File: config.mk
export PLATFORM = sky130hd
export DESIGN_NAME = polar_encoder_flat
export DESIGN_NICKNAME = d
export VERILOG_FILES = /design/src/rtl/polar_pkg.sv /design/src/rtl/polar_encoder_if.sv /design/src/rtl/polar_butterfly_stage.sv /design/src/rtl/polar_encoder.sv /design/src/flat_wrapper.sv
export SDC_FILE = /design/constraint.sdc
export NUM_CORES = 1
export LEC_CHECK = 0
export CAP_MARGIN = 5
export CORE_ASPECT_RATIO = 0.7
export CORE_MARGIN = 5
export CORE_UTILIZATION = 25
export DETAILED_ROUTE_END_ITERATION = 7
export PLACE_DENSITY = 0.42
export SLEW_MARGIN = 20
export SYNTH_ARGS = -nofsm -noshare
export SYNTH_HDL_FRONTEND = slang
export SYNTH_SLANG_ARGS = --single-unit
File: constraint.sdc
create_clock -name clk -period 4.25 [get_ports clk]
set_input_delay 0.425 -clock clk [delete_from_list [all_inputs] [get_ports clk]]
set_output_delay 0.425 -clock clk [all_outputs]
set_load 0.01 [all_outputs]
File: src/rtl/polar_pkg.sv
// Shared polar-code helpers: FSM state encoding and frozen-mask walking.
// Reused by both the encoder and the SC decoder for information-set handling.
package polar_pkg;

  localparam int MAX_N = 256;

  typedef enum logic [1:0] {
    ST_LOAD   = 2'd0,
    ST_ENCODE = 2'd1,
    ST_OUTPUT = 2'd2
  } state_t;

  function automatic int popcount(input logic [MAX_N-1:0] mask);
    int cnt;
    cnt = 0;
    for (int i = 0; i < MAX_N; i++) begin
      if (mask[i]) cnt++;
    end
    return cnt;
  endfunction

  // Next set bit strictly above idx; wraps to the lowest set bit when none is left.
  function automatic int next_info_idx(input logic [MAX_N-1:0] mask, input int idx);
    int first;
    int nxt;
    first = -1;
    nxt   = -1;
    for (int i = 0; i < MAX_N; i++) begin
      if (mask[i] && first < 0) first = i;
      if (mask[i] && i > idx && nxt < 0) nxt = i;
    end
    return (nxt >= 0) ? nxt : first;
  endfunction

endpackage

File: src/rtl/polar_encoder_if.sv
// Serial information-bit input and codeword-bit output handshakes of the polar encoder.
// master drives bits in and accepts codeword bits; slave is the encoder side.
interface polar_encoder_if;
  logic in_bit;
  logic in_valid;
  logic in_ready;
  logic out_bit;
  logic out_valid;
  logic out_ready;
  logic out_last;
  logic busy;

  modport master (
    output in_bit, in_valid, out_ready,
    input  in_ready, out_bit, out_valid, out_last, busy
  );

  modport slave (
    input  in_bit, in_valid, out_ready,
    output in_ready, out_bit, out_valid, out_last, busy
  );
endinterface

File: src/rtl/polar_butterfly_stage.sv
// One butterfly stage of x = u * F^{(x)n}, natural order; purely combinational, zero latency.
// Pairs (i, i + 2^stage) with bit 'stage' of i clear get u[i] ^= u[i + 2^stage].
module polar_butterfly_stage #(
  parameter int N       = 8,
  parameter int STAGE_W = 2
) (
  input  logic [N-1:0]       u,
  input  logic [STAGE_W-1:0] stage,
  output logic [N-1:0]       u_next
);

  localparam int LOG_N = $clog2(N);

  always_comb begin
    u_next = u;
    for (int s = 0; s < LOG_N; s++) begin
      if (int'(stage) == s) begin
        for (int i = 0; i < N; i++) begin
          // i ^ 2^s equals i + 2^s here and never leaves the vector
          if (((i >> s) & 1) == 0) u_next[i] = u[i] ^ u[i ^ (1 << s)];
        end
      end
    end
  end

endmodule

File: src/rtl/polar_encoder.sv
// Serial polar encoder: K info bits in, log2(N) butterfly cycles, N codeword bits out.
// Frame period K + log2(N) + N cycles; input stalls outside LOAD, output holds on out_ready low.
module polar_encoder
  import polar_pkg::*;
#(
  parameter int           N           = 8,
  parameter int           K           = 4,
  parameter logic [N-1:0] FROZEN_MASK = 8'b1110_1000
) (
  input logic            clk,
  input logic            rst,
  polar_encoder_if.slave bus
);

  localparam int LOG_N   = $clog2(N);
  localparam int IDX_W   = $clog2(N);
  localparam int STAGE_W = (LOG_N > 1) ? $clog2(LOG_N) : 1;

  localparam logic [MAX_N-1:0]   MASK_EXT   = MAX_N'(FROZEN_MASK);
  localparam logic [IDX_W-1:0]   FIRST_IDX  = IDX_W'(next_info_idx(MASK_EXT, -1));
  localparam logic [IDX_W-1:0]   LAST_IDX   = IDX_W'(N - 1);
  localparam logic [STAGE_W-1:0] LAST_STAGE = STAGE_W'(LOG_N - 1);

  if (N < 2 || (N & (N - 1)) != 0 || N > MAX_N) begin : g_bad_n
    $error("polar_encoder: N must be a power of two between 2 and MAX_N");
  end
  if (K < 1 || K > N || popcount(MASK_EXT) != K) begin : g_bad_k
    $error("polar_encoder: popcount(FROZEN_MASK) must equal K, with 1 <= K <= N");
  end

  state_t             state;
  state_t             state_nxt;
  logic [N-1:0]       u;
  logic [N-1:0]       u_stage;
  logic [IDX_W-1:0]   p;
  logic [IDX_W-1:0]   p_nxt;
  logic               last_info;
  logic [STAGE_W-1:0] stage;
  logic [IDX_W-1:0]   j;

  polar_butterfly_stage #(
    .N       (N),
    .STAGE_W (STAGE_W)
  ) u_bfly (
    .u      (u),
    .stage  (stage),
    .u_next (u_stage)
  );

  always_comb begin
    state_nxt = state;
    p_nxt     = IDX_W'(next_info_idx(MASK_EXT, int'(p)));
    // The walk wrapping back to a lower index means p holds the K-th info position
    last_info = (p_nxt <= p);
    case (state)
      ST_LOAD:   if (bus.in_valid && last_info) state_nxt = ST_ENCODE;
      ST_ENCODE: if (stage == LAST_STAGE) state_nxt = ST_OUTPUT;
      ST_OUTPUT: if (bus.out_ready && j == LAST_IDX) state_nxt = ST_LOAD;
      default:   state_nxt = ST_LOAD;
    endcase
  end

  always_ff @(posedge clk) begin
    if (rst) begin
      state <= ST_LOAD;
      u     <= '0;
      p     <= FIRST_IDX;
      stage <= '0;
      j     <= '0;
    end else begin
      state <= state_nxt;
      case (state)
        ST_LOAD: begin
          if (bus.in_valid) begin
            u[p] <= bus.in_bit;
            p    <= p_nxt;
          end
        end
        ST_ENCODE: begin
          u     <= u_stage;
          stage <= (stage == LAST_STAGE) ? '0 : stage + STAGE_W'(1);
        end
        ST_OUTPUT: begin
          if (bus.out_ready) begin
            if (j == LAST_IDX) begin
              // Clearing u here is what keeps frozen positions at 0 next frame
              u <= '0;
              p <= FIRST_IDX;
              j <= '0;
            end else begin
              j <= j + IDX_W'(1);
            end
          end
        end
        default: ;
      endcase
    end
  end

  assign bus.in_ready  = (state == ST_LOAD);
  assign bus.out_valid = (state == ST_OUTPUT);
  assign bus.out_bit   = (state == ST_OUTPUT) & u[j];
  assign bus.out_last  = (state == ST_OUTPUT) && (j == LAST_IDX);
  assign bus.busy      = (state != ST_LOAD);

endmodule

File: src/flat_wrapper.sv
// flat-port wrapper written by rule: the top's interface ports become plain ports
module polar_encoder_flat import polar_pkg::*;
#(
  parameter int           N           = 8,
  parameter int           K           = 4,
  parameter logic [N-1:0] FROZEN_MASK = 8'b1110_1000
)
  (clk, rst, bus_in_bit, bus_in_valid, bus_out_ready, bus_in_ready, bus_out_bit, bus_out_valid, bus_out_last, bus_busy);
  polar_encoder_if bus_i ();
  input logic clk;
  input logic rst;
  input wire logic [$bits(bus_i.in_bit)-1:0] bus_in_bit;
  input wire logic [$bits(bus_i.in_valid)-1:0] bus_in_valid;
  input wire logic [$bits(bus_i.out_ready)-1:0] bus_out_ready;
  output wire logic [$bits(bus_i.in_ready)-1:0] bus_in_ready;
  output wire logic [$bits(bus_i.out_bit)-1:0] bus_out_bit;
  output wire logic [$bits(bus_i.out_valid)-1:0] bus_out_valid;
  output wire logic [$bits(bus_i.out_last)-1:0] bus_out_last;
  output wire logic [$bits(bus_i.busy)-1:0] bus_busy;
  assign bus_i.in_bit = bus_in_bit;
  assign bus_i.in_valid = bus_in_valid;
  assign bus_i.out_ready = bus_out_ready;
  assign bus_in_ready = bus_i.in_ready;
  assign bus_out_bit = bus_i.out_bit;
  assign bus_out_valid = bus_i.out_valid;
  assign bus_out_last = bus_i.out_last;
  assign bus_busy = bus_i.busy;
  polar_encoder #(.N(N), .K(K), .FROZEN_MASK(FROZEN_MASK)) u_core (.clk(clk), .rst(rst), .bus(bus_i));
endmodule
### Word level (Yosys, flattened, before mapping)

Index checks and enable logic that the tools add are counted.

* register bits: 18
* output and inout port bits: 5
* bits of input ports: 5

* bitwise operators: 14
* reduce and logical (&&, ||, !) cells: 23
* equality and inequality tests: 19
* add/subtract/negate cells: 2
* magnitude comparators: 12
* mux-type cells: 31

Operators by type and width (number)
* $mux W32: 4
* $lt A32 B1 Y1 const B: 3
* $reduce_and A5 Y1: 8
* $ge A32 B1 Y1 const B: 1
* $mux W8: 3
* $pmux W8 S3: 1
* $mux W3: 5
* $mux W2: 6
* $xor A1 B1 Y1: 12
* $ne A2 B2 Y1 const B: 5
* $gt A3 B3 Y1 const A: 3
* $ne A3 B3 Y1 const B: 3
* $bwmux W8: 1
* $eq A2 B2 Y1 const B: 4
* $lt A3 B4 Y1 const B: 2
* $ne A2 B1 Y1 const B: 4
* $logic_and A1 B1 Y1: 7
* $mux W1: 6
* $pmux W2 S3: 1
* $pmux W3 S2: 1
* $logic_not A2 Y1: 2
* $mux W4: 1
* $ne A4 B4 Y1 const B: 1
* $reduce_and A4 Y1: 1
* other kinds (15): 16

### Longest topological paths before layout

Gate-level depths: netlist of run 1.

* depth after elaboration: 17
* mapped depth: 10
* depth with buffers taken out: 9

### Hierarchy

A second synthesis of run 1 with hierarchy kept.

* cell total of the unflattened synthesis: 161
* area total of the unflattened synthesis: 1351.3 um^2

Modules (own cells, without submodules)
* polar_encoder: instances 1, cells an instance 140, area an instance 1173.6 um^2, seq. area each 360.3 um^2
* polar_butterfly_stage: instances 1, cells an instance 21, area an instance 177.7 um^2, seq. area each 0.0 um^2

### Worst setup path after synthesis of run 1

No wires, ideal clock.

* path kind: reg-to-reg
* start: reg u_core.p[0]
* end: reg u_core.state[0]
* buffers on the path: 1
* data arrival time: 1.851 ns
* setup slack: 2.341 ns
* library setup time: 0.058 ns
* required time: 4.192 ns
* cell stages (with the launch flop): 11
* cell sequence: dfxtp_1 clkbuf_1 nand2b_1 nor2_1 nor2_1 ha_1 nor2b_1 o21ai_0 nand2b_1 a21oi_1 o221a_2

* longest elaborated chain between the ends: 17
* elaborated cells on any way between the ends: 20
* classes of those cells: 9 x order compare; 1 x eq/ne; 5 x mux; 5 x reduce/logical

Ends and longest elaborated chain
* from (decl): RTL line polar_encoder.sv:35 `logic [IDX_W-1:0] p;`
* from (signal assigned): RTL line polar_encoder.sv:76 `p <= p_nxt;`
* $gt A2 B3 Y1: RTL line polar_pkg.sv:30 `if (mask[i] && i > idx && nxt < 0) nxt = i;`
* $mux W32: RTL line polar_pkg.sv:30
* $lt A32 B1 Y1
* $logic_and A1 B1 Y1: RTL line polar_pkg.sv:30
* $mux W32: RTL line polar_pkg.sv:30
* $lt A32 B1 Y1: RTL line polar_pkg.sv:30
* $logic_and A1 B1 Y1: RTL line polar_pkg.sv:30
* $mux W32: RTL line polar_pkg.sv:30
* $lt A32 B1 Y1: RTL line polar_pkg.sv:30
* $logic_and A1 B1 Y1: RTL line polar_pkg.sv:30
* $mux W32: RTL line polar_pkg.sv:30
* $ge A32 B1 Y1: RTL line polar_pkg.sv:32 `return (nxt >= 0) ? nxt : first;`
* $mux W3: RTL line polar_pkg.sv:32
* $le A3 B3 Y1 *: RTL line polar_encoder.sv:54 `last_info = (p_nxt <= p);`
* $logic_and A1 B1 Y1 *: RTL line polar_encoder.sv:56 `ST_LOAD: if (bus.in_valid && last_info) state_nxt = ST_ENCODE;`
* $ne A2 B1 Y1 (no line) *
* $reduce_and A3 Y1 (no line) *
* to (signal assigned): RTL line polar_encoder.sv:71 `state <= state_nxt;`
* to (decl): RTL line polar_encoder.sv:31 `state_t state;`

Mark *: on every way between the ends. The rest lies on a longest branch, timed or not.
A chain may end at the register's enable or synchronous reset.

### Final worst setup path of run 1

* start: reg u_core.state[0]
* end: out bus_out_bit

* longest elaborated chain between the ends: 2

Ends and longest elaborated chain
* $eq A2 B2 Y1: RTL line polar_encoder.sv:102 `assign bus.out_bit = (state == ST_OUTPUT) & u[j];`
* $and A1 B1 Y1: RTL line polar_encoder.sv:102
* to (decl): RTL line flat_wrapper.sv:16 `output wire logic [$bits(bus_i.out_bit)-1:0] bus_out_bit;`

No other way between the ends.

==> flow_metrics.py, run 1 <==
metrics = {
    "grt": {
        "grt_max_degree": 16,
        "overflow": 0,
        "grt_pass1_wl_mm": 6.04,
        "antenna_found_initial": 0,
        "grtUsageTotal_pct": 10.7,
        "grt_pass1_vias": 1166,
    },
    "detailed_routing": {
        "viasPerCell": 5.10,
        "drt_iter0_markers": 108,
        "drt-total-wl_mm": 3.70,
        "vias": 1244,
        "drc": 0,
        "ant_nets": 0,
        "wl_per_cell_um": 15.2,
        "dr.pass1.iters": 4,
    },
    "clock_network": {
        "cts-hold-fix-buffers": 0,
        "cts_resized": 0,
        "clockRootBuffer": "clkbuf_8",
        "clk_path_buf_depth": 2,
        "numCtsBuffers": 3,
        "clk_pin_slew_ps": 80,
        "cts_sinks": 18,
        "cts_setup_buffers": 0,
        "clock_latency_ps": 260,
        "cts_tree": "yes",
        "cts_htree_levels": 1,
    },
    "critical_path": {
        "crit_required_ps": 3830,
        "cp-end-kind": "output pin",
        "worstPathArrival_ps": 1980,
        "r2r_cells": 7,
        "r2r_slack_ps": 1950,
        "reg2reg_from": "u_core.state[0]",
        "cp_max_fo": 15,
        "cp-start-kind": "flop",
        "critical_path_class": "flop to output pin",
    },
    "sta": {
        "fin_crit_sh_pct": 56.5,
        "timing.clock.skew_ps": 3.52,
        "fmax_ghz": 0.416,
        "finalMaxSlewViolations": 0,
        "timing.final.crit_period_ps": 2400,
        "rsz0062_at_grt": "false",
        "tightest_slew_ps": 676,
        "setup_viol": 0,
        "fin_setup_tns_ps": 0,
        "hold_viol": 0,
        "slew_headroom_pct": 54.8,
    },
    "floorplan": {
        "die_y_um": 71.5,
        "num_rows": 22,
        "die_area_mm2": 0.00700,
        "ios": 10,
        "die_w_um": 97.9,
        "coreArea_mm2": 0.00523,
        "initial_core_util_pct": 25.9,
    },
    "synthesis": {
        "synth_top_area_share_pct": 26.6,
        "syn_nets": 185,
        "ys.flop_type": "dfxtp_1",
        "syn_inst": 168,
        "synth_top_family_by_area": "simple AND/OR/NAND/NOR gates",
        "netlist_area_mm2": 0.00135,
        "yosys.area_share.simple_pct": 22.8,
        "synth.area.mux_share_pct": 9.99,
        "synth_xor_area_share_pct": 1.30,
        "ys_warn_count": 0,
        "synth_top_area_cell": "dfxtp_1",
        "synthAdderAreaFrac_pct": 11.1,
        "ys_top_cells_by_area": "dfxtp_1 27%, ha_1 11%, mux2i_1 6.7%, nor2_1 4.7%, a21oi_1 4.4%",
        "yosysSeqAreaShare_pct": 26.6,
        "async_reset_ff_share_pct": 0,
        "syn_avg_cell_area_um2": 8.05,
        "synth_edf_count": 0,
        "synth_compound_area_share_pct": 22.5,
        "yosys_register_bits": 18,
        "yosysUniqueCellTypes": 41,
    },
    "placement": {
        "postPlaceCellArea_mm2": 0.00149,
        "numPortBuffers": 9,
        "dp.cells": 240,
        "gp_congestion": 0.834,
        "post-dp-hpwl_mm": 2.71,
    },
    "layout": {
        "drive_above_1_share_pct": 6.40,
        "regArea_um2": 360,
        "multi_input_area_um2": 916,
        "n_antenna_cell": 0,
        "final_util_pct": 29.6,
        "area_growth_pct": 14.5,
        "final_area_mm2": 0.00155,
        "final_cells": 244,
        "layout.nets": 190,
        "fill_cells": 573,
    },
    "hold_path": {
        "hp-class": "flop to flop",
        "hold_depth": 2,
    },
    "power_and_ir_drop": {
        "vdd_ir_drop_max_mv": 0.241,
        "p_leak_nw": 0.562,
        "p_per_area_mw_per_mm2": 591,
    },
    "status": {
        "status": "finished, final reports clean",
    },
    "flow_run": {
        "drv_cap": 0,
    },
}
[cell type report]
| type | count | share of cell area, % |
|---|---|---|
| timing repair buffer | 9 | 5.82 |
| inverter | 10 | 2.42 |
| tap | 72 | 5.82 |
| sequential | 18 | 23.3 |
| multi-input combinational | 131 | 59.1 |
| clock buffer | 4 | 3.55 |
[synth_stat cells, types with 2 or more instances]
cell type,n
ha_1,12
o32ai_1,4
a31oi_1,3
mux4_2,2
a21oi_1,12
o41ai_1,2
o221ai_1,3
nor2_1,17
dfxtp_1,18
nor2b_1,5
buf_2,4
nor3_1,8
nand2_1,14
mux2i_1,9
clkbuf_1,5
nand2b_1,6
nand3_1,4
inv_1,10
o22ai_1,2
o21ai_0,4
o211ai_1,3
or4_1,2
[per-stage QoR]
stage                     hold WS, ps  total power, mW  worst slack [ps]
after CTS                         486            0.924              1820
after global placement            473            0.775              2070
after floorplan                   448            0.637              2340
after detailed placement          470            0.771              2030
final                             492            0.916              1850
after global routing              527            0.994              1760
[critical path, stage by stage, from the launching register on]
cell and delay [ps]:
dfxtp_1 350, inv_1 90, ha_1 520, nor2b_1 210, clkdlybuf4s50_1 550
[cells by family (layout without fill, tap and decap cells)]
kind of cell	Yosys count	in the layout
buffers and inverters	19	23
and+or+nand+nor	63	63
muxes	11	11
adders and majority gates	12	12
DFF	18	18
xor gates and xnor gates	2	2
AOI/OAI and AO/OA	43	43
[worst max path at each step]
| stage | startpoint | end | slack (ps) | cells after the start |
|---|---|---|---|---|
| 2_1_floorplan | u_core.p[0] | u_core.state[0] | 2340 | 10 |
| 3_3_place_gp | bus_out_ready | u_core.u[7] | 2070 | 5 |
| 3_5_place_dp | u_core.state[0] | flop | 2030 | 7 |
| 4_1_cts | u_core.state[0] | bus_out_bit | 1820 | 4 |
| 5_1_grt | u_core.state[0] | bus_out_bit | 1760 | 4 |
| 6_report | u_core.state[0] | bus_out_bit | 1850 | 4 |
[cells in the final DEF (no fill, tap or decap), types with 2 or more instances in the layout]
cell	synthesis	routed
dfxtp_1	18	18
nor2_1	17	17
nand2_1	14	14
a21oi_1	12	12
ha_1	12	12
inv_1	10	10
mux2i_1	9	9
clkdlybuf4s50_1	0	9
nor3_1	8	8
nand2b_1	6	6
nor2b_1	5	5
o21ai_0	4	4
nand3_1	4	4
o32ai_1	4	4
clkbuf_8	0	4
a31oi_1	3	3
o211ai_1	3	3
o221ai_1	3	3
mux4_2	2	2
or4_1	2	2
o41ai_1	2	2
o22ai_1	2	2
[power by group]
part           switching (mW)  internal [mW]  leakage [nW]
registers              0.0564          0.200         0.146
clock network          0.0647         0.0825        0.0288
logic                   0.286          0.226         0.387
total                   0.407          0.509         0.562
[routing by layer]
layer / up-vias / track usage, % / share of wire [%]
li1: 619 / - / -
met1: 583 / 16.2 / 53
met2: 37 / 14.6 / 39
met3: 5 / 3.21 / 6.5
met4: 0 / 2.15 / 0.73
met5: - / 0 / 0
No activity file was read; power rests on OpenSTA's default activity.
==> inputs of run 2 (changes only) <==
Clock period 4.25 ns to 2.5 ns, I/O delays scaled along.
==> flow_metrics.py, run 2 (synthesized netlist as in run 1, its figures left out) <==
metrics = {
    "critical_path": {
        "worstPathArrival_ps": 1990,
        "crit_required_ps": 2250,
        "reg2reg_from": "u_core.state[0]",
        "cp-start-kind": "flop",
        "r2r_slack_ps": 270,
        "cp_max_fo": 10,
        "r2r_cells": 7,
        "cp-end-kind": "output pin",
        "critical_path_class": "flop to output pin",
    },
    "grt": {
        "grt_pass1_vias": 1294,
        "grt_max_degree": 15,
        "grt_pass1_wl_mm": 6.42,
        "grtUsageTotal_pct": 11.5,
        "antenna_found_initial": 0,
        "overflow": 0,
    },
    "clock_network": {
        "cts_setup_buffers": 0,
        "clockRootBuffer": "clkbuf_8",
        "clk_path_buf_depth": 2,
        "clock_latency_ps": 260,
        "numCtsBuffers": 3,
        "cts_sinks": 18,
        "cts_resized": 0,
        "cts_htree_levels": 1,
        "clk_pin_slew_ps": 70,
        "cts-hold-fix-buffers": 0,
        "cts_tree": "yes",
    },
    "flow_run": {
        "drv_cap": 0,
    },
    "layout": {
        "mostFrequentLayoutCell": "dfxtp_1",
        "area_growth_pct": 17.3,
        "final_cell_mix": "18 x dfxtp_1, 17 x nor2_1, 14 x nand2_1",
        "multi_input_area_um2": 916,
        "regArea_um2": 360,
        "n_antenna_cell": 0,
        "layout.nets": 195,
        "drive_above_1_share_pct": 9.04,
        "fill_cells": 562,
    },
    "detailed_routing": {
        "drt-total-wl_mm": 3.84,
        "viasPerCell": 5.17,
        "drc": 0,
        "drt_iter0_markers": 61,
        "wl_per_cell_um": 15.4,
        "ant_nets": 0,
        "dr.pass1.iters": 4,
        "vias": 1287,
    },
    "sta": {
        "hold_viol": 0,
        "setup_slack_ps": 259,
        "finalMaxSlewViolations": 0,
        "setup_viol": 0,
        "slew_headroom_pct": 62.7,
        "tightest_slew_ps": 560,
        "fmax_ghz": 0.446,
        "timing.final.crit_period_ps": 2240,
        "fin_setup_tns_ps": 0,
        "timing.clock.skew_ps": 1.83,
        "rsz0062_at_grt": "false",
        "fin_crit_sh_pct": 89.7,
    },
    "status": {
        "status": "finished, final reports clean",
    },
    "placement": {
        "post-dp-hpwl_mm": 2.93,
        "numPortBuffers": 9,
        "gp_congestion": 0.803,
        "place_ws_ps": 304,
    },
    "floorplan": {
        "ios": 10,
        "initial_core_util_pct": 25.9,
        "num_rows": 22,
        "die_w_um": 97.9,
        "die_area_mm2": 0.00700,
        "die_y_um": 71.5,
        "coreArea_mm2": 0.00523,
    },
    "power_and_ir_drop": {
        "p_leak_nw": 0.588,
        "p_per_area_mw_per_mm2": 1010,
        "vdd_ir_drop_max_mv": 0.363,
    },
    "hold_path": {
        "hp-class": "flop to flop",
        "hold_depth": 2,
    },
}
run 2: final cells by class:
type / instances / share of cell area, %
clock buffer: 4 / 3.47
timing repair buffer: 14 / 8.04
tap: 72 / 5.68
inverter: 10 / 2.37
multi-input combinational: 131 / 57.7
sequential: 18 / 22.7
run 2: metal layers:
metal | global-route usage [%] | part of all wire (%)
met5 | 0 | 0
met4 | 3.53 | 1.7
met1 | 15.9 | 51
met2 | 17.3 | 42
met3 | 3.40 | 5.1
run 2: how the worst max path moves through the flow:
stage               startpoint         endpoint  slack (ps)  depth (start not counted)
2_1_floorplan      u_core.p[0]  u_core.state[0]         590                         10
3_3_place_gp   u_core.state[0]             flop         310                          7
3_5_place_dp   u_core.state[0]             flop         300                          7
4_1_cts        u_core.state[0]      bus_out_bit         240                          5
5_1_grt        u_core.state[0]             flop         120                          7
6_report       u_core.state[0]      bus_out_bit         260                          5
run 2: stage by stage:
| step | cell area, µm² | utilization, % | cells | hold WS, ps | power, mW |
|---|---|---|---|---|---|
| after floorplan | 1350 | - | 168 | 319 | 1.08 |
| after global placement | 1530 | 29.3 | 245 | 477 | 1.36 |
| after detailed placement | 1530 | 29.3 | 245 | 483 | 1.35 |
| after CTS | 1590 | 30.3 | 249 | 494 | 1.60 |
| after global routing | 1590 | 30.3 | 249 | 519 | 1.74 |
| final | 1590 | 30.3 | 249 | 495 | 1.61 |
run 2: power by group:
group          internal, mW  switching [mW]  total, mW
sequential            0.340          0.0805      0.420
clock                 0.140           0.111      0.252
combinational         0.417           0.518      0.935
run 2: worst max-delay path: stages, from the launching register on:
cell             delay (ps)
dfxtp_1                 350
inv_1                    90
ha_1                    400
buf_4                   220
nor2b_1                 130
clkdlybuf4s50_1         540
